`src/rtl/ahfp_cordic_sched.sv`:
```
// Round-robin scheduler sharing one pipelined CORDIC between two requesters.
// Optional angle folding/result negation enabled by AHFP_CORDIC_SCHED_RANGE_EN.
module ahfp_cordic_sched #(
  parameter int LAT = 10
) (
  input  logic        clk,
  input  logic        rst,
  input  logic        req0_valid,
  input  logic        req1_valid,
  output logic        req0_ready,
  output logic        req1_ready,
  input  logic [31:0] req0_x,
  input  logic [31:0] req0_y,
  input  logic [31:0] req0_theta,
  input  logic [31:0] req1_x,
  input  logic [31:0] req1_y,
  input  logic [31:0] req1_theta,
  output logic [31:0] cordic_x_start,
  output logic [31:0] cordic_y_start,
  output logic [31:0] cordic_theta,
  input  logic [31:0] cordic_x_cos,
  output logic        res0_valid,
  output logic        res1_valid,
  output logic [31:0] res_data,
  output logic [4:0]  outstanding
);

  typedef struct packed {
    logic vld;
    logic id;
    logic neg;
  } tag_t;

  tag_t        tag_pipe [LAT:0];
  logic        ptr;
  logic        acc;
  logic        sel;
  logic [31:0] op_x, op_y, op_theta, th_fold, res_val;
  logic        neg;

  always_comb begin
    req0_ready = !rst && req0_valid && (!req1_valid || !ptr);
    req1_ready = !rst && req1_valid && (!req0_valid || ptr);
    acc        = req0_ready || req1_ready;
    sel        = req1_ready;
    op_x       = sel ? req1_x     : req0_x;
    op_y       = sel ? req1_y     : req0_y;
    op_theta   = sel ? req1_theta : req0_theta;
  end

`ifdef AHFP_CORDIC_SCHED_RANGE_EN
  localparam logic signed [31:0] HALF_PI = 32'sh3243F6A8;
  localparam logic        [31:0] PI      = 32'h6487ED51;
  logic signed [31:0] th_s;

  always_comb begin
    th_s    = op_theta;
    th_fold = op_theta;
    neg     = 1'b0;
    if (th_s > HALF_PI) begin
      th_fold = op_theta - PI;
      neg     = 1'b1;
    end else if (th_s < -HALF_PI) begin
      th_fold = op_theta + PI;
      neg     = 1'b1;
    end
  end

  assign res_val = tag_pipe[LAT].neg ? -cordic_x_cos : cordic_x_cos;
`else
  logic unused_neg;

  assign th_fold    = op_theta;
  assign neg        = 1'b0;
  assign res_val    = cordic_x_cos;
  assign unused_neg = tag_pipe[LAT].neg;
`endif

  always_ff @(posedge clk) begin
    if (rst) begin
      ptr            <= 1'b0;
      cordic_x_start <= '0;
      cordic_y_start <= '0;
      cordic_theta   <= '0;
      res0_valid     <= 1'b0;
      res1_valid     <= 1'b0;
      res_data       <= '0;
      outstanding    <= '0;
      for (int k = 0; k <= LAT; k++) tag_pipe[k] <= '0;
    end else begin
      if (acc) begin
        ptr            <= ~sel;
        cordic_x_start <= op_x;
        cordic_y_start <= op_y;
        cordic_theta   <= th_fold;
      end
      tag_pipe[0] <= '{vld: acc, id: sel, neg: acc && neg};
      for (int k = 1; k <= LAT; k++) tag_pipe[k] <= tag_pipe[k-1];
      // Last tag stage lines up with cordic_x_cos holding that op's result.
      res0_valid <= tag_pipe[LAT].vld && !tag_pipe[LAT].id;
      res1_valid <= tag_pipe[LAT].vld &&  tag_pipe[LAT].id;
      if (tag_pipe[LAT].vld) res_data <= res_val;
      case ({acc, tag_pipe[LAT].vld})
        2'b10:   outstanding <= outstanding + 5'd1;
        2'b01:   outstanding <= outstanding - 5'd1;
        default: outstanding <= outstanding;
      endcase
    end
  end

endmodule

```
`config.mk`:
```
export PLATFORM = sky130hd
export DESIGN_NAME = ahfp_cordic_sched
export DESIGN_NICKNAME = d
export VERILOG_FILES = /design/src/rtl/ahfp_cordic_sched.sv
export SDC_FILE = /design/constraint.sdc
export NUM_CORES = 1
export LEC_CHECK = 0
export BUFFER_PORTS_ARGS = -buffer_cell sky130_fd_sc_hd__buf_2
export CORE_AREA = 5 5 137 139
export CTS_BUF_LIST = sky130_fd_sc_hd__clkbuf_16
export CTS_CLUSTER_SIZE = 8
export DETAILED_ROUTE_END_ITERATION = 10
export DIE_AREA = 0 0 142 144
export PLACE_DENSITY = 0.69
export SYNTH_ARGS = -nofsm -noshare
export SYNTH_HDL_FRONTEND = slang
export SYNTH_SLANG_ARGS = --single-unit
```
`constraint.sdc`:
```
create_clock -name clk -period 5.3 [get_ports clk]
set_input_delay 0.265 -clock clk [delete_from_list [all_inputs] [get_ports clk]]
set_output_delay 0.265 -clock clk [all_outputs]
set_load 0.03 [all_outputs]
```
==> results of run 1 <==
## Yosys cell counts
cell type	instances
sky130_fd_sc_hd__dfxtp_1	158
sky130_fd_sc_hd__nor2_1	141
sky130_fd_sc_hd__mux2i_1	129
sky130_fd_sc_hd__a211oi_1	96
sky130_fd_sc_hd__clkbuf_1	24
sky130_fd_sc_hd__nor2b_1	21
sky130_fd_sc_hd__buf_2	18
sky130_fd_sc_hd__a21oi_1	5
sky130_fd_sc_hd__buf_4	5
sky130_fd_sc_hd__ha_1	4
sky130_fd_sc_hd__clkbuf_4	3
sky130_fd_sc_hd__inv_1	3
sky130_fd_sc_hd__inv_2	3
sky130_fd_sc_hd__buf_1	2
sky130_fd_sc_hd__buf_12	2
sky130_fd_sc_hd__nand2b_1	2
sky130_fd_sc_hd__xor2_1	2
sky130_fd_sc_hd__a21o_1	1
sky130_fd_sc_hd__and2_1	1
sky130_fd_sc_hd__and3b_1	1
sky130_fd_sc_hd__buf_8	1
sky130_fd_sc_hd__fa_1	1
sky130_fd_sc_hd__mux2_1	1
sky130_fd_sc_hd__nand2_1	1
sky130_fd_sc_hd__nand3_1	1
sky130_fd_sc_hd__nand3b_1	1
sky130_fd_sc_hd__nor3b_1	1
sky130_fd_sc_hd__o211ai_1	1
sky130_fd_sc_hd__o21a_1	1
sky130_fd_sc_hd__or4_1	1
## path summary, 6_finish.rpt
kind	from	endpoint	slack [ns]	depth (start not counted)
max	tag_pipe[10][2]$_SDFF_PP0_	outstanding[4]$_SDFFE_PP0P_	2.46	7
min	cordic_x_cos[25]	res_data[25]$_SDFFE_PP0P_	0.09	3
max reg2reg	tag_pipe[10][2]$_SDFF_PP0_	outstanding[4]$_SDFFE_PP0P_	2.46	7
min reg2reg	tag_pipe[10][1]$_SDFF_PP0_	res0_valid$_SDFF_PP0_	0.41	1
## cells by family after synthesis
family | count (synthesis)
AOI/OAI and AO/OA | 104
xor gates and xnor gates | 2
adders and majority gates | 5
buffers and inverters | 61
DFF | 158
muxes | 130
and+or+nand+nor | 171
## layer usage
metal	share of wire	wire length [um]	GRT usage
met5	0.0016	29	0
met2	0.50	9230	0.287
met3	0.092	1710	0.0592
met4	0.011	208	0.0576
met1	0.40	7420	0.204
## stage by stage
stage           util  hold slack (ns)  cell area (um^2)  std cells  setup WS [ns]
5_1_grt        0.503           0.0752              8820       1209           2.29
4_1_cts        0.503           0.0702              8820       1208           2.44
3_3_place_gp   0.471            0.402              8260       1177           2.44
6_report       0.503           0.0858              8820       1210           2.46
2_1_floorplan      -            0.375              6370        631           2.76
3_5_place_dp   0.471            0.404              8260       1177           2.35
## where the power goes
part	switching [mW]	internal (mW)	leakage, nW
Clock	0.502	0.654	0.269
Combinational	0.294	0.182	3.04
Sequential	0.0319	1.25	1.30
Total	0.828	2.09	4.61
## worst min-delay path: stages
cell                      delay [ns]
sky130_fd_sc_hd__buf_2          0.07
sky130_fd_sc_hd__mux2i_1        0.05
sky130_fd_sc_hd__nor2_1         0.07
## area by class of cell
class	count	area share
Tap cell	229	0.0325
Antenna cell	2	0.000567
Multi-Input combinational cell	412	0.327
Inverter	6	0.00255
Clock buffer	17	0.0482
Sequential cell	158	0.359
Clock inverter	14	0.0153
Timing Repair Buffer	372	0.215
## sequential cells by signal, summed over array words and instances, names as in the netlist
signal / count
res1_valid: 1
cordic_theta: 32
outstanding: 5
cordic_y_start: 32
cordic_x_start: 32
ptr: 1
res0_valid: 1
tag_pipe: 22
res_data: 32
==> reports/summary.txt, run 1 <==
top cells by area, synth - sky130_fd_sc_hd__dfxtp_1 50%, sky130_fd_sc_hd__mux2i_1 20%, sky130_fd_sc_hd__a211oi_1 11%, sky130_fd_sc_hd__nor2_1 8.3%, sky130_fd_sc_hd__nor2b_1 2.1%
clock latency on the worst-skew pair - 0.41 ns
Net count, final - 1200
GR Util All Layers - 0.170
core area - 17500 um^2
total congestion overflow after global routing - 0
synthesized-area fraction occupied by and/or/nand/nor cells - 0.113
number of port buffers - 364
maximum buffer depth of the clock tree - 2
Power Total - 2.91 mW
worst slew slack as a fraction of its limit - 0.293
cell area after synthesis - 6370 um^2
post-synthesis sequential element count - 158
Max-Cap Viols - 0
crit start category - flop
wire length of the first global-routing pass - 27300 um
clock tree from TritonCTS - done
synthesized net count - 864
share of the synthesized area in the top cell type - 0.497
main combinational cell family by area after synthesis - multiplexers
measured slew at the worst slew-check pin - 1.06 ns
worst path buffer plus inverter count - 1
Seq/Total Area, Yosys - 0.497
delay of the slowest critical-path stage - 0.98 ns
pin count of the biggest net entering global routing - 119
Layout Area Growth over Synthesis - 38.6%
status - finished, final reports clean
Max Fanout on Critical Path - 35
distinct cell type count after synthesis - 30
Die Footprint - 20400 um^2
count of clock tree sinks - 158
Seq. cell area - 3160 um^2
share of final-layout standard cells stronger than drive strength 1 - 0.416
class of the most critical hold timing path - input port to flop
count of standard-cell rows - 49
I/O pin cnt - 365
via count of the routed design - 5622
type of the worst setup path - flop to flop
total of fill cells in the finished design - 1669
ordered cell list for the critical path - ha_1 > inv_1 > fa_1 > nand2b_1 > a21oi_1 > mux2i_1 > mux2_1
WL/cell - 15.4 um
DRC violation count after routing - 0
vias per cell - 4.65
average size of a mapped cell - 10.1 um^2
number of pins exceeding their max-slew limit in the final report - 0
worst-case vdd ir drop - 0.200 mV
top library cells by usage in the layout, fill and taps aside - 363 x sky130_fd_sc_hd__buf_2, 157 x sky130_fd_sc_hd__dfxtp_1, 140 x sky130_fd_sc_hd__nor2_1
RSZ-0062 raised after global routing - no
clock input transition at the sequential cells of the worst setup and hold paths - 0.07 ns
final WL - 18600 um
areal power density over the cells - 330 nW/um^2
most common cell after layout, fill and taps aside - sky130_fd_sc_hd__buf_2
static leakage power - 4.61 nW
starting density of the core - 0.363
cells resized by post-CTS repair - 0
FMAX - 352 MHz
root cell of the clock tree - sky130_fd_sc_hd__clkbuf_16
area of the multi-input gates - 2890 um^2
number of warnings reported in the yosys synthesis log - 0
post-CTS setup buffers - 0
Min Clock Period, post-route - 2.84 ns
share of cell area taken by muxes after synthesis - 0.205
clock skew - 0.0100 ns
depth of the CTS H-tree - 4
CP delay by family, top - flip-flops
detailed-router iteration count before antenna repair - 6
count of routing violations after the opening detailed-route iteration - 180
Critical Path End Type - flop
cell type contributing the most total cell area after synthesis - sky130_fd_sc_hd__dfxtp_1
routability congestion estimate - 0.781
Sum Neg Setup Slack - 0 ns
endpoint arrival time on the critical path - 3.14 ns
number of endpoints failing setup at the final stage - 0
cell with the largest stage delay on the worst path - sky130_fd_sc_hd__dfxtp_2
final worst-path cycle share - 0.536
antenna violations before repair - 5
required arrival time at the worst endpoint - 5.60 ns
die extent in x - 142 um
arithmetic-cell share of the synthesized area counting full adders, half adders and majority gates - 0.0110
area fraction in compound gates after synthesis - 0.121
HPWL after detailed placement - 14300 um
number of buffers inserted by hold repair at cts - 0
vias in the first global route - 5223
ANT nets after route - 0
number of buffers created by CTS - 17
post-synthesis instance total - 631
number of hold violations in the final report - 0
xor and xnor fraction of the mapped netlist area - 0.00275
die outline height - 144 um
(Power assumes the default switching activity.)
==> inputs of run 2 (changes only) <==
- CORE_AREA: 5 5 137 139 -> 5 5 138 140
- DIE_AREA: 0 0 142 144 -> 0 0 143 145
- PLACE_DENSITY: 0.69 -> 0.68
- clock period: 5.3 -> 2.65 ns (I/O delays scaled with it)
==> run 2 against run 1 <==
Effect of this change:
- combinational power grew 110%
- wire length grew 5.2%
- utilization up 1.8 points
- register-to-register slack got worse by 1.9 ns
- sequential share of layout area down 1.6 points
- die area grew 1.4%
- via count up 2.0%
- largest power group unchanged
==> reports/summary.txt, run 2 (same netlist as run 1, synthesis figures left out) <==
Metal-1 WL - 7660 um (+3.3%)
number of endpoints failing setup at the final stage - 0 (unchanged)
Critical Path End Type - flop
depth of the CTS H-tree - 4 (unchanged)
top library cells by usage in the layout, fill and taps aside - 363 x sky130_fd_sc_hd__buf_2, 157 x sky130_fd_sc_hd__dfxtp_1, 140 x sky130_fd_sc_hd__nor2_1
crit path from - req0_valid
root cell of the clock tree - sky130_fd_sc_hd__clkbuf_16
FMAX - 410 MHz
clock input transition at the sequential cells of the worst setup and hold paths - 0.06 ns (about the same)
DR WL met2 - 9580 um (+3.8%)
clock skew - 0.0140 ns (+0.00393 ns)
pin count of the biggest net entering global routing - 194 (+63%)
Max Fanout on Critical Path - 5 (-86%)
number of port buffers - 364 (unchanged)
WL/cell - 15.7 um (+2.5%)
clock tree from TritonCTS - done
wire length of the first global-routing pass - 30200 um (+11%)
RSZ-0062 raised after global routing - no
Sum Neg Setup Slack - 0 ns (unchanged)
share of final-layout standard cells stronger than drive strength 1 - 0.402 (-0.0136)
clock latency on the worst-skew pair - 0.42 ns (about the same)
detailed-router iteration count before antenna repair - 4 (-2)
most common cell after layout, fill and taps aside - sky130_fd_sc_hd__buf_2
cell with the largest stage delay on the worst path - sky130_fd_sc_hd__dlygate4sd3_1
placed insts - 1177 (unchanged)
core area - 17700 um^2 (+1.0%)
maximum buffer depth of the clock tree - 2 (unchanged)
die outline height - 145 um (+0.69%)
vias per cell - 4.62 (-0.67%)
starting density of the core - 0.359 (-0.00377)
count of routing violations after the opening detailed-route iteration - 202 (+12%)
Layout Area Growth over Synthesis - 44.9%
Max-Cap Viols - 0 (unchanged)
instance area at placement - 8320 um^2 (+0.76%)
antenna violations before repair - 3 (-2)
endpoint arrival time on the critical path - 2.74 ns (-0.40 ns)
uppermost routed layer - met5
total congestion overflow after global routing - 0 (unchanged)
HPWL after detailed placement - 14300 um (+0.41%)
Min-Delay Startpoint - cordic_x_cos[30]
crit start category - input port
number of buffers created by CTS - 17 (unchanged)
reg2reg start - tag_pipe[10][2]$_SDFF_PP0_
DRC violation count after routing - 0 (unchanged)
die extent in x - 143 um (+0.70%)
worst-case hold slack - 0.00192 ns (-0.0839 ns)
count of clock tree sinks - 158 (unchanged)
status - finished, final reports clean
routability congestion estimate - 0.805 (+3.0%)
final WL - 19600 um (+5.2%)
post-CTS setup buffers - 0 (unchanged)
Die Footprint - 20700 um^2 (+1.4%)
I/O pin cnt - 365 (unchanged)
final non-filler cell total - 1242 (+2.6%)
number of hold violations in the final report - 0 (unchanged)
measured slew at the worst slew-check pin - 0.867 ns (-0.193 ns)
DR WL met3 - 1930 um (+13%)
final worst-path cycle share - 0.921
static leakage power - 4.78 nW (+3.8%)
count of standard-cell rows - 49 (unchanged)
worst-case vdd ir drop - 0.418 mV (+110%)
class of the most critical hold timing path - input port to flop
Net count, final - 1232 (+2.7%)
Design Area, Final - 9230 um^2 (+4.6%)
number of pins exceeding their max-slew limit in the final report - 0 (unchanged)
ANT nets after route - 0 (unchanged)
GR Util All Layers - 0.184 (+0.0136)
delay of the slowest critical-path stage - 0.54 ns (-0.44 ns)
worst slew slack as a fraction of its limit - 0.422 (+0.129)
total of fill cells in the finished design - 1654 (-0.90%)
required arrival time at the worst endpoint - 2.95 ns (-2.65 ns)
type of the worst setup path - input port to flop
Min Clock Period, post-route - 2.44 ns
via count of the routed design - 5732 (+2.0%)
areal power density over the cells - 648 nW/um^2 (+96%)
vias in the first global route - 5677 (+8.7%)
ordered cell list for the critical path - dlygate4sd3_1 > buf_2 > nor2_1 > nor2_4 > inv_2 > ha_1 > inv_1 > fa_1 > nand2b_1 > a21oi_1 > mux2i_1 > mux2_1
-- run 2: cell count changes in the layout (fill, tap and decap cells not counted) --
| cell | before | now |
|---|---|---|
| sky130_fd_sc_hd__buf_12 | 1 | 6 |
| sky130_fd_sc_hd__buf_4 | 8 | 3 |
| sky130_fd_sc_hd__bufinv_16 | 1 | 2 |
| sky130_fd_sc_hd__clkinv_1 | 1 | 2 |
| sky130_fd_sc_hd__clkinv_2 | 2 | 1 |
| sky130_fd_sc_hd__clkinv_4 | 2 | 3 |
| sky130_fd_sc_hd__clkinvlp_4 | 3 | 2 |
| sky130_fd_sc_hd__diode_2 | 2 | 1 |
| sky130_fd_sc_hd__dlygate4sd3_1 | 0 | 32 |
| sky130_fd_sc_hd__inv_6 | 2 | 4 |
| sky130_fd_sc_hd__inv_8 | 3 | 1 |
-- run 2: metrics by stage --
step / total power [mW] / utilization / worst slack, ns
6_report: 5.98 / 0.521 / 0.208
5_1_grt: 6.27 / 0.521 / 0.0747
4_1_cts: 6.07 / 0.521 / 0.238
3_5_place_dp: 3.59 / 0.469 / 0.384
3_3_place_gp: 3.58 / 0.469 / 0.407
2_1_floorplan: 3.21 / - / 0.244
-- run 2: final timing paths --
kind                            endpoint  slack, ns  cells past startpoint
max          outstanding[4]$_SDFFE_PP0P_       0.21                     12
min            res_data[30]$_SDFFE_PP0P_      0.002                      3
max reg2reg  outstanding[4]$_SDFFE_PP0P_       0.58                      7
min reg2reg        res0_valid$_SDFF_PP0_       0.41                      1
-- run 2: worst max-delay path, delay by kind of cell --
family                     cells  cell delay, ns
and+or+nand+nor                3            0.42
AOI/OAI and AO/OA              1            0.15
muxes                          2            0.55
adders and majority gates      2            0.66
buffers and inverters          4            0.83
-- run 2: cell type report --
type / count / area [um^2] / share of cell area
inverters: 6 / 22.5 / 0.00244
diodes: 1 / 2.50 / 0.000271
clock buffers: 17 / 425 / 0.0461
well taps: 229 / 287 / 0.0311
flip-flops and latches: 158 / 3160 / 0.343
repair buffers: 404 / 2280 / 0.247
clock inverters: 15 / 160 / 0.0174
multi-input cells: 412 / 2890 / 0.313
-- run 2: power by group --
part | switching [mW] | internal, mW | total, mW
registers | 0.0607 | 2.50 | 2.56
logic | 0.598 | 0.403 | 1.00
clock network | 1.01 | 1.40 | 2.42
total | 1.67 | 4.31 | 5.98
-- run 2: routing by layer --
layer | global-route usage | vias to the layer above
met4 | 0.0585 | 2
met5 | 0 | -
met2 | 0.314 | 227
met1 | 0.214 | 2517
met3 | 0.0675 | 32
li1 | - | 2954
-- run 2: what timing repair did --
action                                 in CTS  in global routing
hold buffers                               32                  0
gates resized for setup                     0                  0
endpoints found under the hold margin      32                  0
==> inputs of run 3 (changes only) <==
- clock period: 2.65 -> 2.8 ns (I/O delays scaled with it)
==> run 3 against run 2 <==
Effect of this change:
- utilization down 0.057 points
- worst setup slack better by 0.19 ns
- die area unchanged
- largest power group unchanged
- power down 5.4%
- clock skew down 0.0070 ns
- critical path depth unchanged
- flip-flop and latch count unchanged
- global-route usage down 0.46 points
- register-to-register slack better by 0.21 ns
- via count down 0.12%
- non-clock buffer count up 2
==> reports/summary.txt, run 3 (same netlist as run 1, synthesis figures left out) <==
GR Util All Layers - 0.179 (-0.00459)
routability congestion estimate - 0.803 (-0.22%)
count of standard-cell rows - 49 (unchanged)
worst-case vdd ir drop - 0.514 mV (+23%)
Power Total - 5.66 mW (-5.4%)
final WL - 19400 um (-0.59%)
cells resized by post-CTS repair - 0 (unchanged)
clock skew - 0.00696 ns (-0.00699 ns)
static leakage power - 4.78 nW (about the same)
DRC violation count after routing - 0 (unchanged)
WL/cell - 15.6 um (-0.67%)
Max-Cap Viols - 0 (unchanged)
I/O pin cnt - 365 (unchanged)
worst slew slack as a fraction of its limit - 0.324 (-0.0981)
Worst R2R Setup Slack - 0.79 ns (+0.21 ns)
endpoint arrival time on the critical path - 2.70 ns (-0.04 ns)
core area - 17700 um^2 (unchanged)
depth of the CTS H-tree - 4 (unchanged)
total of fill cells in the finished design - 1647 (-0.42%)
ant diodes - 0 (-1)
internal power contribution - 4.07 mW (-5.4%)
logic gate share of total power - 0.167 (about the same)
sw frac - 0.280 (+0.000407)
clock latency on the worst-skew pair - 0.41 ns (about the same)
Die Footprint - 20700 um^2 (unchanged)
pin count of the biggest net entering global routing - 109 (-44%)
number of buffers created by CTS - 17 (unchanged)
crit start category - input port
clock tree from TritonCTS - done
via count of the routed design - 5725 (-0.12%)
die outline height - 145 um (unchanged)
final worst-path cycle share - 0.856
FMAX - 417 MHz
number of port buffers - 364 (unchanged)
areal power density over the cells - 614 nW/um^2 (-5.3%)
reg2reg start - tag_pipe[10][2]$_SDFF_PP0_
count of routing violations after the opening detailed-route iteration - 261 (+29%)
crit path from - req0_valid
switching power - 1.59 mW (-5.2%)
ANT nets after route - 0 (unchanged)
die extent in x - 143 um (unchanged)
Net count, final - 1234 (+0.16%)
area of the multi-input gates - 2890 um^2 (unchanged)
post-CTS setup buffers - 0 (unchanged)
number of endpoints failing setup at the final stage - 0 (unchanged)
Layout Area Growth over Synthesis - 44.8%
type of the worst setup path - input port to flop
Sequential Power Share - 0.429 (about the same)
required arrival time at the worst endpoint - 3.10 ns (+0.15 ns)
maximum buffer depth of the clock tree - 2 (unchanged)
Seq. cell area - 3160 um^2 (unchanged)
status - finished, final reports clean
vias per cell - 4.61 (-0.20%)
number of pins exceeding their max-slew limit in the final report - 0 (unchanged)
Sum Neg Setup Slack - 0 ns (unchanged)
total congestion overflow after global routing - 0 (unchanged)
detailed-router iteration count before antenna repair - 4 (unchanged)
vias in the first global route - 5623 (-0.95%)
top library cells by usage in the layout, fill and taps aside - 363 x sky130_fd_sc_hd__buf_2, 157 x sky130_fd_sc_hd__dfxtp_1, 140 x sky130_fd_sc_hd__nor2_1
Min-Delay Startpoint - req1_valid
measured slew at the worst slew-check pin - 1.01 ns (+0.147 ns)
clock input transition at the sequential cells of the worst setup and hold paths - 0.06 ns (about the same)
RSZ-0062 raised after global routing - no
Clock power frac - 0.405 (about the same)
share of final-layout standard cells stronger than drive strength 1 - 0.404 (+0.00217)
number of hold violations in the final report - 0 (unchanged)
Min Clock Period, post-route - 2.40 ns
starting density of the core - 0.359 (unchanged)
count of clock tree sinks - 158 (unchanged)
most common cell after layout, fill and taps aside - sky130_fd_sc_hd__buf_2
Max Fanout on Critical Path - 5 (unchanged)
antenna violations before repair - 2 (-1)
wire length of the first global-routing pass - 29600 um (-1.9%)
class of the most critical hold timing path - input port to flop
HPWL after detailed placement - 14500 um (+1.1%)
Critical Path End Type - flop
root cell of the clock tree - sky130_fd_sc_hd__clkbuf_16
## run 3: cell count changes in the layout (fill, tap and decap cells not counted), sizes merged
cell         change
buf              +1
diode            -1
clkinv           -2
dlygate4sd3      +1
clkinvlp         +2
## run 3: final cells by class
class,instances,area share
flip-flops and latches,158,0.343
multi-input cells,412,0.313
repair buffers,406,0.247
clock buffers,17,0.0462
well taps,229,0.0311
clock inverters,15,0.0174
inverters,6,0.00244
## run 3: final timing paths
check                                                   end  cells past startpoint
worst max register to register  outstanding[4]$_SDFFE_PP0P_                      7
worst min-delay path                       ptr$_SDFFE_PP0P_                      3
worst max-delay path            outstanding[4]$_SDFFE_PP0P_                     12
worst min register to register        res0_valid$_SDFF_PP0_                      1
## run 3: critical path, cell delays in order
cell and delay [ns]:
sky130_fd_sc_hd__dlygate4sd3_1 0.53, sky130_fd_sc_hd__buf_2 0.14, sky130_fd_sc_hd__nor2_1 0.19, sky130_fd_sc_hd__nor2_4 0.06, sky130_fd_sc_hd__inv_2 0.05, sky130_fd_sc_hd__ha_1 0.24
sky130_fd_sc_hd__inv_1 0.10, sky130_fd_sc_hd__fa_1 0.40, sky130_fd_sc_hd__nand2b_1 0.16, sky130_fd_sc_hd__a21oi_1 0.15, sky130_fd_sc_hd__mux2i_1 0.21, sky130_fd_sc_hd__mux2_1 0.33
## run 3: power groups by stage
| stage | combinational [mW] | clock [mW] | sequential, mW |
|---|---|---|---|
| after floorplan | 0.345 | 0 | 2.69 |
| after global placement | 0.906 | 0 | 2.47 |
| after detailed placement | 0.916 | 0 | 2.47 |
| after CTS | 0.952 | 2.37 | 2.43 |
| after global routing | 1.03 | 2.46 | 2.44 |
| final | 0.942 | 2.29 | 2.43 |
## run 3: timing repair
item,4_1_cts,5_1_grt
setup endpoints to repair,0,0
hold buffers,33,0
hold endpoints to repair,33,0
## run 3: routing by layer
layer,wire [um],track usage,part of all wire
met1,7640,0.207,0.39
met2,9520,0.308,0.49
met3,1940,0.0668,0.10
met4,336,0.0523,0.017
met5,13,0,0.00067
## run 3: through the flow
step	util	instance area (um^2)	worst slack (ns)	instances	hold WS [ns]
finish	0.520	9220	0.402	1243	0.0454
global route	0.520	9220	0.278	1243	0.0519
CTS	0.520	9220	0.413	1243	0.0195
detailed placement	0.468	8300	0.513	1178	0.380
global placement	0.468	8300	0.531	1178	0.372
floorplan	-	6370	0.387	631	0.250
